`src/rtl/match_control_if.sv`:
```
// match_control_if: button/hit inputs and renderer-facing status of the match controller
interface match_control_if #(
    parameter int HP_W = 2,
    parameter int RW   = 2
);
    logic            select;
    logic            pause;
    logic            player_hit;
    logic            enemy_hit;
    logic            player_shield;
    logic            enemy_shield;
    logic [2:0]      o_state;
    logic            o_is_gaming;
    logic [HP_W-1:0] o_player_hp;
    logic [HP_W-1:0] o_enemy_hp;
    logic [RW-1:0]   o_player_rounds;
    logic [RW-1:0]   o_enemy_rounds;
    logic            o_player_invuln;
    logic            o_enemy_invuln;
    logic            o_round_start;
    logic            o_ai_tick;

    modport master (
        output select, pause, player_hit, enemy_hit, player_shield, enemy_shield,
        input  o_state, o_is_gaming, o_player_hp, o_enemy_hp, o_player_rounds,
               o_enemy_rounds, o_player_invuln, o_enemy_invuln, o_round_start, o_ai_tick
    );

    modport slave (
        input  select, pause, player_hit, enemy_hit, player_shield, enemy_shield,
        output o_state, o_is_gaming, o_player_hp, o_enemy_hp, o_player_rounds,
               o_enemy_rounds, o_player_invuln, o_enemy_invuln, o_round_start, o_ai_tick
    );
endinterface

```
`src/rtl/match_control.sv`:
```
// match_control: multi-round duel sequencer tracking HP, rounds, i-frames, pause and AI tick
module match_control #(
    parameter int HP_MAX        = 3,
    parameter int HP_W          = 2,
    parameter int ROUNDS_TO_WIN = 2,
    parameter int RW            = 2,
    parameter int IFRAMES       = 32,
    parameter int ROUND_PAUSE   = 64,
    parameter int AI_TICK       = 128
) (
    input logic            clk,
    input logic            rst,
    match_control_if.slave bus
);
    typedef enum logic [2:0] {
        IDLE      = 3'd0,
        PLAY      = 3'd1,
        PAUSE     = 3'd2,
        ROUND_END = 3'd3,
        WIN       = 3'd4,
        LOSE      = 3'd5
    } state_t;

    localparam int IW = $clog2(IFRAMES + 1);
    localparam int AW = $clog2(AI_TICK);
    localparam int PW = $clog2(ROUND_PAUSE + 1);
    localparam logic [HP_W-1:0] HP_FULL = HP_W'(HP_MAX);
    localparam logic [IW-1:0]   IF_LOAD = IW'(IFRAMES);
    localparam logic [AW-1:0]   AI_LAST = AW'(AI_TICK - 1);
    localparam logic [PW-1:0]   RP_LAST = PW'(ROUND_PAUSE - 1);
    localparam logic [RW-1:0]   WIN_CNT = RW'(ROUNDS_TO_WIN);

    state_t          state_q, state_d;
    logic [HP_W-1:0] php_q, php_d, ehp_q, ehp_d;
    logic [RW-1:0]   prnd_q, prnd_d, ernd_q, ernd_d;
    logic [IW-1:0]   pinv_q, pinv_d, einv_q, einv_d;
    logic [AW-1:0]   ai_q, ai_d;
    logic [PW-1:0]   rend_q, rend_d;
    logic            sel_prev_q, pau_prev_q;
    logic            rs_q, rs_d, tick_q, tick_d;
    logic            sel_e, pau_e, p_dmg, e_dmg, reload, clear_rounds;

    assign sel_e = bus.select && !sel_prev_q;
    assign pau_e = bus.pause && !pau_prev_q;
    assign p_dmg = bus.player_hit && !bus.player_shield && pinv_q == '0 && php_q != '0;
    assign e_dmg = bus.enemy_hit && !bus.enemy_shield && einv_q == '0 && ehp_q != '0;

    // Register bank; edge history resets high so a button held through reset is ignored
    always_ff @(posedge clk) begin
        if (rst) begin
            state_q    <= IDLE;
            php_q      <= HP_FULL;
            ehp_q      <= HP_FULL;
            prnd_q     <= '0;
            ernd_q     <= '0;
            pinv_q     <= '0;
            einv_q     <= '0;
            ai_q       <= '0;
            rend_q     <= '0;
            sel_prev_q <= 1'b1;
            pau_prev_q <= 1'b1;
            rs_q       <= 1'b0;
            tick_q     <= 1'b0;
        end else begin
            state_q    <= state_d;
            php_q      <= php_d;
            ehp_q      <= ehp_d;
            prnd_q     <= prnd_d;
            ernd_q     <= ernd_d;
            pinv_q     <= pinv_d;
            einv_q     <= einv_d;
            ai_q       <= ai_d;
            rend_q     <= rend_d;
            sel_prev_q <= bus.select;
            pau_prev_q <= bus.pause;
            rs_q       <= rs_d;
            tick_q     <= tick_d;
        end
    end

    // Next-state, damage, round scoring and pulse generation
    always_comb begin
        state_d      = state_q;
        php_d        = php_q;
        ehp_d        = ehp_q;
        prnd_d       = prnd_q;
        ernd_d       = ernd_q;
        pinv_d       = pinv_q;
        einv_d       = einv_q;
        ai_d         = '0;
        rend_d       = '0;
        rs_d         = 1'b0;
        tick_d       = 1'b0;
        reload       = 1'b0;
        clear_rounds = 1'b0;
        case (state_q)
            IDLE: begin
                if (sel_e) begin
                    state_d      = PLAY;
                    reload       = 1'b1;
                    clear_rounds = 1'b1;
                    rs_d         = 1'b1;
                end
            end
            PLAY: begin
                tick_d = ai_q == AI_LAST;
                ai_d   = ai_q == AI_LAST ? '0 : ai_q + 1'b1;
                php_d  = p_dmg ? php_q - 1'b1 : php_q;
                ehp_d  = e_dmg ? ehp_q - 1'b1 : ehp_q;
                pinv_d = p_dmg ? IF_LOAD : (pinv_q != '0 ? pinv_q - 1'b1 : pinv_q);
                einv_d = e_dmg ? IF_LOAD : (einv_q != '0 ? einv_q - 1'b1 : einv_q);
                if (php_q == '0 || ehp_q == '0) begin
                    state_d = ROUND_END;
                    prnd_d  = (ehp_q == '0 && php_q != '0) ? prnd_q + 1'b1 : prnd_q;
                    ernd_d  = (php_q == '0 && ehp_q != '0) ? ernd_q + 1'b1 : ernd_q;
                end else if (pau_e) begin
                    state_d = PAUSE;
                end
            end
            PAUSE: begin
                ai_d = ai_q;
                if (pau_e) begin
                    state_d = PLAY;
                end else if (sel_e) begin
                    state_d      = IDLE;
                    reload       = 1'b1;
                    clear_rounds = 1'b1;
                end
            end
            ROUND_END: begin
                rend_d = rend_q + 1'b1;
                if (rend_q == RP_LAST) begin
                    rend_d = '0;
                    if (prnd_q == WIN_CNT) begin
                        state_d = WIN;
                    end else if (ernd_q == WIN_CNT) begin
                        state_d = LOSE;
                    end else begin
                        state_d = PLAY;
                        reload  = 1'b1;
                        rs_d    = 1'b1;
                    end
                end
            end
            WIN, LOSE: begin
                if (sel_e) begin
                    state_d      = IDLE;
                    reload       = 1'b1;
                    clear_rounds = 1'b1;
                end
            end
            default: state_d = IDLE;
        endcase
        if (reload) begin
            php_d  = HP_FULL;
            ehp_d  = HP_FULL;
            pinv_d = '0;
            einv_d = '0;
        end
        if (clear_rounds) begin
            prnd_d = '0;
            ernd_d = '0;
        end
    end

    assign bus.o_state         = state_q;
    assign bus.o_is_gaming     = state_q == PLAY;
    assign bus.o_player_hp     = php_q;
    assign bus.o_enemy_hp      = ehp_q;
    assign bus.o_player_rounds = prnd_q;
    assign bus.o_enemy_rounds  = ernd_q;
    assign bus.o_player_invuln = pinv_q != '0;
    assign bus.o_enemy_invuln  = einv_q != '0;
    assign bus.o_round_start   = rs_q;
    assign bus.o_ai_tick       = tick_q;
endmodule
```
`src/flat_wrapper.sv`:
```
// flat-port wrapper written by rule: the top's interface ports become plain ports
module match_control_flat 
#(
    parameter int HP_MAX        = 3,
    parameter int HP_W          = 2,
    parameter int ROUNDS_TO_WIN = 2,
    parameter int RW            = 2,
    parameter int IFRAMES       = 32,
    parameter int ROUND_PAUSE   = 64,
    parameter int AI_TICK       = 128
)
  (clk, rst, bus_select, bus_pause, bus_player_hit, bus_enemy_hit, bus_player_shield, bus_enemy_shield, bus_o_state, bus_o_is_gaming, bus_o_player_hp, bus_o_enemy_hp, bus_o_player_rounds, bus_o_enemy_rounds, bus_o_player_invuln, bus_o_enemy_invuln, bus_o_round_start, bus_o_ai_tick);
  match_control_if #(.HP_W(HP_W), .RW(RW)) bus_i ();
  input logic clk;
  input logic rst;
  input wire logic [$bits(bus_i.select)-1:0] bus_select;
  input wire logic [$bits(bus_i.pause)-1:0] bus_pause;
  input wire logic [$bits(bus_i.player_hit)-1:0] bus_player_hit;
  input wire logic [$bits(bus_i.enemy_hit)-1:0] bus_enemy_hit;
  input wire logic [$bits(bus_i.player_shield)-1:0] bus_player_shield;
  input wire logic [$bits(bus_i.enemy_shield)-1:0] bus_enemy_shield;
  output wire logic [$bits(bus_i.o_state)-1:0] bus_o_state;
  output wire logic [$bits(bus_i.o_is_gaming)-1:0] bus_o_is_gaming;
  output wire logic [$bits(bus_i.o_player_hp)-1:0] bus_o_player_hp;
  output wire logic [$bits(bus_i.o_enemy_hp)-1:0] bus_o_enemy_hp;
  output wire logic [$bits(bus_i.o_player_rounds)-1:0] bus_o_player_rounds;
  output wire logic [$bits(bus_i.o_enemy_rounds)-1:0] bus_o_enemy_rounds;
  output wire logic [$bits(bus_i.o_player_invuln)-1:0] bus_o_player_invuln;
  output wire logic [$bits(bus_i.o_enemy_invuln)-1:0] bus_o_enemy_invuln;
  output wire logic [$bits(bus_i.o_round_start)-1:0] bus_o_round_start;
  output wire logic [$bits(bus_i.o_ai_tick)-1:0] bus_o_ai_tick;
  assign bus_i.select = bus_select;
  assign bus_i.pause = bus_pause;
  assign bus_i.player_hit = bus_player_hit;
  assign bus_i.enemy_hit = bus_enemy_hit;
  assign bus_i.player_shield = bus_player_shield;
  assign bus_i.enemy_shield = bus_enemy_shield;
  assign bus_o_state = bus_i.o_state;
  assign bus_o_is_gaming = bus_i.o_is_gaming;
  assign bus_o_player_hp = bus_i.o_player_hp;
  assign bus_o_enemy_hp = bus_i.o_enemy_hp;
  assign bus_o_player_rounds = bus_i.o_player_rounds;
  assign bus_o_enemy_rounds = bus_i.o_enemy_rounds;
  assign bus_o_player_invuln = bus_i.o_player_invuln;
  assign bus_o_enemy_invuln = bus_i.o_enemy_invuln;
  assign bus_o_round_start = bus_i.o_round_start;
  assign bus_o_ai_tick = bus_i.o_ai_tick;
  match_control #(.HP_MAX(HP_MAX), .HP_W(HP_W), .ROUNDS_TO_WIN(ROUNDS_TO_WIN), .RW(RW), .IFRAMES(IFRAMES), .ROUND_PAUSE(ROUND_PAUSE), .AI_TICK(AI_TICK)) u_core (.clk(clk), .rst(rst), .bus(bus_i));
endmodule
```
`config.mk`:
```
export PLATFORM = sky130hd
export DESIGN_NAME = match_control_flat
export DESIGN_NICKNAME = d
export VERILOG_FILES = /design/src/rtl/match_control_if.sv /design/src/rtl/match_control.sv /design/src/flat_wrapper.sv
export SDC_FILE = /design/constraint.sdc
export NUM_CORES = 1
export LEC_CHECK = 0
export ABC_AREA = 1
export CAP_MARGIN = 10
export CELL_PAD_IN_SITES_DETAIL_PLACEMENT = 0
export CELL_PAD_IN_SITES_GLOBAL_PLACEMENT = 1
export CORE_MARGIN = 2
export CORE_UTILIZATION = 25
export CTS_BUF_LIST = sky130_fd_sc_hd__clkbuf_8
export CTS_CLUSTER_DIAMETER = 200
export DETAILED_ROUTE_END_ITERATION = 8
export PLACE_DENSITY_LB_ADDON = 0.1
export SYNTH_ARGS = -nofsm -noshare
export SYNTH_HDL_FRONTEND = slang
export SYNTH_SLANG_ARGS = --single-unit
```
`constraint.sdc`:
```
create_clock -name clk -period 2.8 [get_ports clk]
set_input_delay 0.42 -clock clk [delete_from_list [all_inputs] [get_ports clk]]
set_output_delay 0.42 -clock clk [all_outputs]
set_load 0.02 [all_outputs]
```
Word level (Yosys, flattened, before mapping)
Index checks and enable logic that the tools add are counted.

Add/sub/neg operators: 8. Eq/ne operators: 12. Muxes and demuxes: 23. Bitwise operators: 2. Reductions and logical operators: 39.

Operators by type and width (number): 3-bit 2-to-1 mux (8); 6-bit 2-to-1 mux (4); 3-bit case mux with 5 select lines (1); 7-bit by 1-bit adder with 7-bit output (second input constant) (2); 7-bit case mux with 2 select lines (1); 6-bit logical NOT (2); 6-bit nonzero test (2); 6-bit by 1-bit subtractor with 6-bit output (second input constant) (2); 1-bit logical AND (10); 3-bit AND reduction (3); 2-bit AND reduction (4); 2-bit nonzero test (4); 2-bit OR reduction (4); 7-bit by 6-bit == test with 1-bit output (second input constant) (1); 7-bit == test (second input constant) (1); 7-bit 2-to-1 mux (1); 3-bit by 2-bit == test with 1-bit output (second input constant) (2); 3-bit == test (second input constant) (2); 3-bit OR reduction (2); 1-bit 2-to-1 mux (5); 2-bit by 1-bit adder with 2-bit output (second input constant) (2); 2-bit == test (second input constant) (2); 1-bit logical NOT (4); 2-bit logical NOT (2); other kinds (9) (13).

Register bits: 41. Input port bits: 8. Output and inout bits: 16.

Longest topological paths before layout
Gate-level depths: netlist of the first run.

Depth in word-level cells: 6. Gate-level depth with buffers: 10. Depth with buffers taken out: 10.

Least setup slack after synthesis of the first run
OpenSTA, ideal clock, no wires.

Path kind: flip-flop to flip-flop. Start point: register u_core.pinv_q[0]. End point: register u_core.pinv_q[0]. Setup time: 65 ps. Arrival time: 1515 ps. Slack: 1220 ps. Cell stages (with the launch flop): 11. Buffers on the path: 0. Path through: dfxtp_1 inv_1 ha_1 inv_1 nor2_1 nand3_1 nand2_1 nand2_1 nand2_1 o21ai_0 nor2_1.

Elaborated cells on any way between the ends: 9. Classes of those cells: add/sub (1); mux (2); reduce/logical (6).

RTL lines: start: declaration (line match_control.sv:36) `logic [IW-1:0] pinv_q, pinv_d, einv_q, einv_d;`; start signal: assignment (line match_control.sv:70) `pinv_q <= pinv_d;`; 6-bit nonzero test; named net bus_o_player_invuln (line flat_wrapper.sv:28) `output wire logic [$bits(bus_i.o_player_invuln)-1:0] bus_o_player_invuln;`; 2-bit nonzero test (no line); 2-bit AND reduction (no line).

The timed path passes the listed nets, and every way through them passes these cells. The select of a mux whose other input is x is not followed. A chain may end at the register's enable or synchronous reset.

Worst setup path after layout of the first run
Start point: register u_core.pinv_q[0]. End point: output port bus_o_player_invuln.

Cells in the longest elaborated chain, start to end: 1.

RTL lines: 6-bit nonzero test (line match_control.sv:172) `assign bus.o_player_invuln = pinv_q != '0;`; end: declaration (line flat_wrapper.sv:28).

Every way passes these cells.

==> flow_summary.ini, run 1 <==
[status]
status = completed

[hold_path]
hp-start = u_core.rend_q[6]$_SDFF_PP0_
hp-class = reg2reg
min_path_cells = 2
hold_end = u_core.rend_q[6]$_SDFF_PP0_

[clock_tree]
path_clk_slew_ps = 80
post_cts_resized = 0
h-tree-depth = 2
cts_tree = built
clock_latency_ps = 300
cts_root_buffer = clkbuf_8
cts_buffers = 5
clk_path_buf_depth = 2
postCtsSetupRepairBufs = 0
hold_buffers = 0
cts.sinks = 41

[timing]
tns_ps = 0
fmax_ghz = 0.437
worst_slack_ps = 510
setup_viol = 0
tightest_slew_ps = 450
relSlewSlack = 0.697
hold_viol_final = 0
fin_crit_ps = 2290
finalMaxSlewViolations = 0
rsz0062_at_grt = false
timing.hold.ws_ps = 447
skew_ps = 5.60
finalCritPeriodShare = 0.818

[synthesis]
postSynthNetCount = 317
ys_seq_elements = 41
synthFlopType = dfxtp_1
yosys-top-cells-area = dfxtp_1 39%, nand2_1 11%, nor2_1 7.5%, nand3_1 7.4%, inv_1 6.9%
synth-seq-area-share = 0.389
async_reset_ff_frac = 0
syn_area_per_cell_um2 = 7.01
synth_top_cell_by_area = dfxtp_1
synth.distinct_cells = 31
netlist_area_mm2 = 0.00211
synth_top_cell_area_share = 0.389
yosys.cell_count.top_type = nand2_1
yosys-top-cells-count = 63 x nand2_1, 42 x nor2_1, 41 x dfxtp_1
synth_edf_count = 0
syn_inst = 301
yosys_warnings = 0

[worst_setup_path]
startpoint_type = register
cp_data_required_time_ps = 2380
crit_fanout = 4
worstPathCellList = inv_1, ha_1, inv_1, nor2_1, nand3_1, clkdlybuf4s50_1
worst_setup_path_end_kind = output pin
cp_slowest_cell = clkdlybuf4s50_1
reg2regPathDepth = 10
worst_path_most_repeated_cell = inv_1
critPathMaxStageDelay_ps = 570
timing.rr.start = u_core.pinv_q[0]$_SDFFE_PP0P_
r2r_slack_ps = 1090
path_class = reg2out
crit_arrival_ps = 1870
reg2reg_to = u_core.pinv_q[0]$_SDFFE_PP0P_

[finish]
drive_above_1_share = 0.0723
nets = 347
diodes = 0
syn2layout_area_growth_pct = 22.0
nFillCells = 915

[pwr]
combPwrFrac = 0.362
leakage_nw = 1.06
p_int_mw = 1.06
power_density_mw_per_mm2 = 668
clock_power_share = 0.245
swShare = 0.381
power_switching_mw = 0.655
seqPwrFrac = 0.394
vdd_drop_max_v = 0.000321

[drt]
vias = 1979
routed_via_density = 4.53
avgRoutedWirePerCell_um = 11.9
routed_wl_mm = 5.19
antenna_left = 0
drt_iter0_markers = 62
drc = 0
dr.pass1.iters = 4

[grt]
antenna_found_initial = 0
grt_pass1_wl_mm = 9.05
grt_pass1_vias = 1913
grt_max_degree = 16
grt_usage = 0.129
overflow = 0

[placed_design]
hpwl_mm = 4.00
place_ws_ps = 819
port_buffers = 23
gp_congestion = 0.794

[floorplan]
dieArea_mm2 = 0.00919
num_io_pins = 24
fp.dieW_um = 95.9
die_y_um = 95.9
start_util = 0.257
core-area_mm2 = 0.00822
rows = 33

[flow_run]
maxCapViolations = 0
cells in the final DEF (no fill, tap or decap), types with 7 or more instances in the layout:
master and instances:
nand4_1 7, ha_1 8, nand2_1 63, clkdlybuf4s50_1 23, a21oi_1 18, o21ai_0 9
nor3_1 9, inv_1 39, dfxtp_1 41, nand3_1 31, nor2_1 42
worst max-delay path, delay by kind of cell (launching register included):
family        cells  cell delay [ps]
flops             1              320
buf+inv           3              730
simple gates      2              310
fa+ha+maj         1              220
how the worst max path moves through the flow:
stage | start | depth (start not counted) | end | slack [ps]
final | u_core.pinv_q[0]$_SDFFE_PP0P_ | 6 | bus_o_player_invuln | 510
after global routing | u_core.einv_q[0]$_SDFFE_PP0P_ | 6 | bus_o_enemy_invuln | 360
after CTS | u_core.pinv_q[0]$_SDFFE_PP0P_ | 6 | bus_o_player_invuln | 480
after detailed placement | u_core.pinv_q[0]$_SDFFE_PP0P_ | 6 | bus_o_player_invuln | 820
after global placement | u_core.pinv_q[0]$_SDFFE_PP0P_ | 6 | bus_o_player_invuln | 830
after floorplan | u_core.pinv_q[0]$_SDFFE_PP0P_ | 10 | u_core.pinv_q[0]$_SDFFE_PP0P_ | 1220
kinds of logic after synthesis:
kind of cell	count (synthesis)	synth area share
buf+inv	43	0.0783
flops	41	0.389
simple gates	168	0.365
xor+xnor	7	0.0291
compound gates	34	0.0907
fa+ha+maj	8	0.0475
per-stage QoR:
stage	util	instance area [um2]	power [mW]	instances
floorplan	-	2110	1.11	301
global placement	0.302	2480	1.32	429
detailed placement	0.302	2480	1.32	429
CTS	0.313	2570	1.75	437
global route	0.313	2570	1.87	437
finish	0.313	2570	1.72	437
sequential cells by signal, summed over array words and instances, names as in the netlist:
signal and flops:
u_core.ai_q 7, u_core.rend_q 7, u_core.einv_q 6, u_core.pinv_q 6, u_core.bus.o_state 3, u_core.bus.o_enemy_hp 2, u_core.bus.o_enemy_rounds 2, u_core.bus.o_player_hp 2
u_core.bus.o_player_rounds 2, u_core.bus.o_ai_tick 1, u_core.bus.o_round_start 1, u_core.pau_prev_q 1, u_core.sel_prev_q 1
power by group through the flow:
stage | Clock [mW] | Combinational (mW) | Sequential (mW)
after global placement | 0 | 0.632 | 0.692
after detailed placement | 0 | 0.626 | 0.691
after floorplan | 0 | 0.411 | 0.695
after CTS | 0.446 | 0.630 | 0.679
final | 0.421 | 0.622 | 0.677
after global routing | 0.470 | 0.708 | 0.687
routing by layer:
layer  global-route usage  wire [um]  vias to the layer above
met1                0.168       2570                      908
met3               0.0282        115                        7
met4               0.0464         80                        0
li1                     -          -                     1045
met2                0.210       2430                       19
met5                    0          0                        -
area by class of cell:
type	instances	area (um2)	share of cell area
Multi-Input combinational cell	217	1120	0.437
Clock buffer	6	82.6	0.0321
Sequential cell	41	821	0.319
Tap cell	105	131	0.0510
Inverter	41	156	0.0608
Timing Repair Buffer	25	245	0.0953
Clock inverter	2	13.8	0.00535
Note: power is estimated with default switching activity, not from simulation.
==> run 2, diff against run 1 <==
Clock period 2.8 ns to 1.95 ns, I/O delays scaled along.
==> run 2 against run 1 <==
Final cell count up 1.1%; power up 49%; sequential power up 43%; die area unchanged; global-route usage down 0.85 points; register-to-register slack worse by 730 ps; clock power up 69%; setup slack worse by 340 ps; hold slack better by 4.1 ps.
==> flow_summary.ini, run 2 (synthesis results as in run 1) <==
[flow_run]
maxCapViolations = 0

[pwr]
vdd_drop_max_v = 0.000387
power_mw = 2.57
leakage_nw = 1.11
power_density_mw_per_mm2 = 978

[worst_setup_path]
path_delay_family = buffers and inverters
crit_arrival_ps = 1490
cp_slowest_cell = clkdlybuf4s50_1
cp_num_buf_inv = 2
worstPathCellList = buf_4, clkdlybuf4s50_1
startpoint_type = register
critPathMaxStageDelay_ps = 600
crit_fanout = 5
path_class = reg2out
cp_data_required_time_ps = 1660
r2r_slack_ps = 360
worst_setup_path_end_kind = output pin

[drt]
routed_via_density = 4.46
antenna_left = 0
drc = 0
routed_wl_mm = 5.00
avgRoutedWirePerCell_um = 11.3
dr.pass1.iters = 4
drt_iter0_markers = 61
vias = 1972

[grt]
use_met2 = 0.205
grt_usage = 0.121
use_met1 = 0.149
grt_max_degree = 13
grt_use_met3 = 0.0258
grt_busiest_layer = met2
grt_pass1_vias = 1880
overflow = 0
antenna_found_initial = 0
grt_pass1_wl_mm = 8.65

[finish]
drive_above_1_share = 0.0890
syn2layout_area_growth_pct = 24.5
diodes = 0
mostFrequentLayoutCells = 63 x nand2_1, 41 x nor2_1, 41 x dfxtp_1
nets = 352
layout_commonest_cell = nand2_1
reg_top3 = u_core.ai_q (7), u_core.rend_q (7)

[clock_tree]
cts.sinks = 41
cts_root_buffer = clkbuf_8
path_clk_slew_ps = 80
clk_path_buf_depth = 2
clock_latency_ps = 300
cts_tree = built
h-tree-depth = 2
cts_buffers = 5

[floorplan]
die_y_um = 95.9
start_util = 0.257
fp.dieW_um = 95.9
dieArea_mm2 = 0.00919
core-area_mm2 = 0.00822
num_io_pins = 24
rows = 33

[timing]
tightest_slew_ps = 350
relSlewSlack = 0.765
skew_ps = 9.56
fmax_ghz = 0.562
setup_viol = 0
tns_ps = 0
hold_viol_final = 0
finalCritPeriodShare = 0.913
finalMaxSlewViolations = 0
rsz0062_at_grt = false
fin_crit_ps = 1780

[placed_design]
gp_congestion = 0.768
port_buffers = 23
hpwl_mm = 3.86

[status]
status = completed

[hold_path]
hp-class = reg2reg
==> run 2: worst paths after layout <==
| check | startpoint | endpoint | cells past startpoint |
|---|---|---|---|
| setup / recovery | u_core.bus.o_state[2]$_SDFFE_PP0P_ | bus_o_state[2] | 2 |
| hold / removal | u_core.rend_q[0]$_SDFF_PP0_ | u_core.rend_q[0]$_SDFF_PP0_ | 1 |
| setup reg to reg | u_core.pinv_q[0]$_SDFFE_PP0P_ | u_core.pinv_q[0]$_SDFFE_PP0P_ | 10 |
| hold reg to reg | u_core.rend_q[0]$_SDFF_PP0_ | u_core.rend_q[0]$_SDFF_PP0_ | 1 |
==> run 2: routing by layer <==
metal  share of wire  up-vias
met1            0.48      887
met5               0        -
met3           0.035        8
met4           0.016        0
li1                -     1046
met2            0.46       31
==> run 2: timing repair <==
action / CTS / global route
endpoints found under the setup margin: 3 / 1
setup buffers: 0 / 0
resized for setup: 3 / 3
hold buffers: 0 / 0
pin swaps: 0 / 0
==> run 2: stage by stage <==
stage	hold WS, ps	instances	utilization	area, um2	setup WS [ps]
6_report	451	442	0.320	2630	170
3_3_place_gp	432	434	0.306	2510	204
5_1_grt	479	442	0.320	2630	60.7
4_1_cts	454	442	0.320	2630	48.4
2_1_floorplan	371	301	-	2110	370
3_5_place_dp	441	434	0.306	2510	169
==> run 2: worst reg2reg max path: cells and delay by family, from the launching register on <==
family | cells | cell delay, ps
buffers and inverters | 2 | 160
adders and majority gates | 1 | 200
AOI/OAI and AO/OA | 1 | 70
and+or+nand+nor | 6 | 780
DFF | 1 | 320
==> run 2: report_power, final <==
group / switching, mW / leakage (nW) / internal (mW) / total, mW
clock network: 0.300 / 0.0626 / 0.412 / 0.712
registers: 0.0642 / 0.332 / 0.905 / 0.969
logic: 0.549 / 0.713 / 0.338 / 0.887
==> run 2: cell type report <==
class,instances,area [um2]
inverters,41,156
flip-flops and latches,41,821
clock inverters,2,33.8
fillers,893,5590
repair buffers,30,275
well taps,105,131
clock buffers,6,82.6
multi-input cells,217,1130
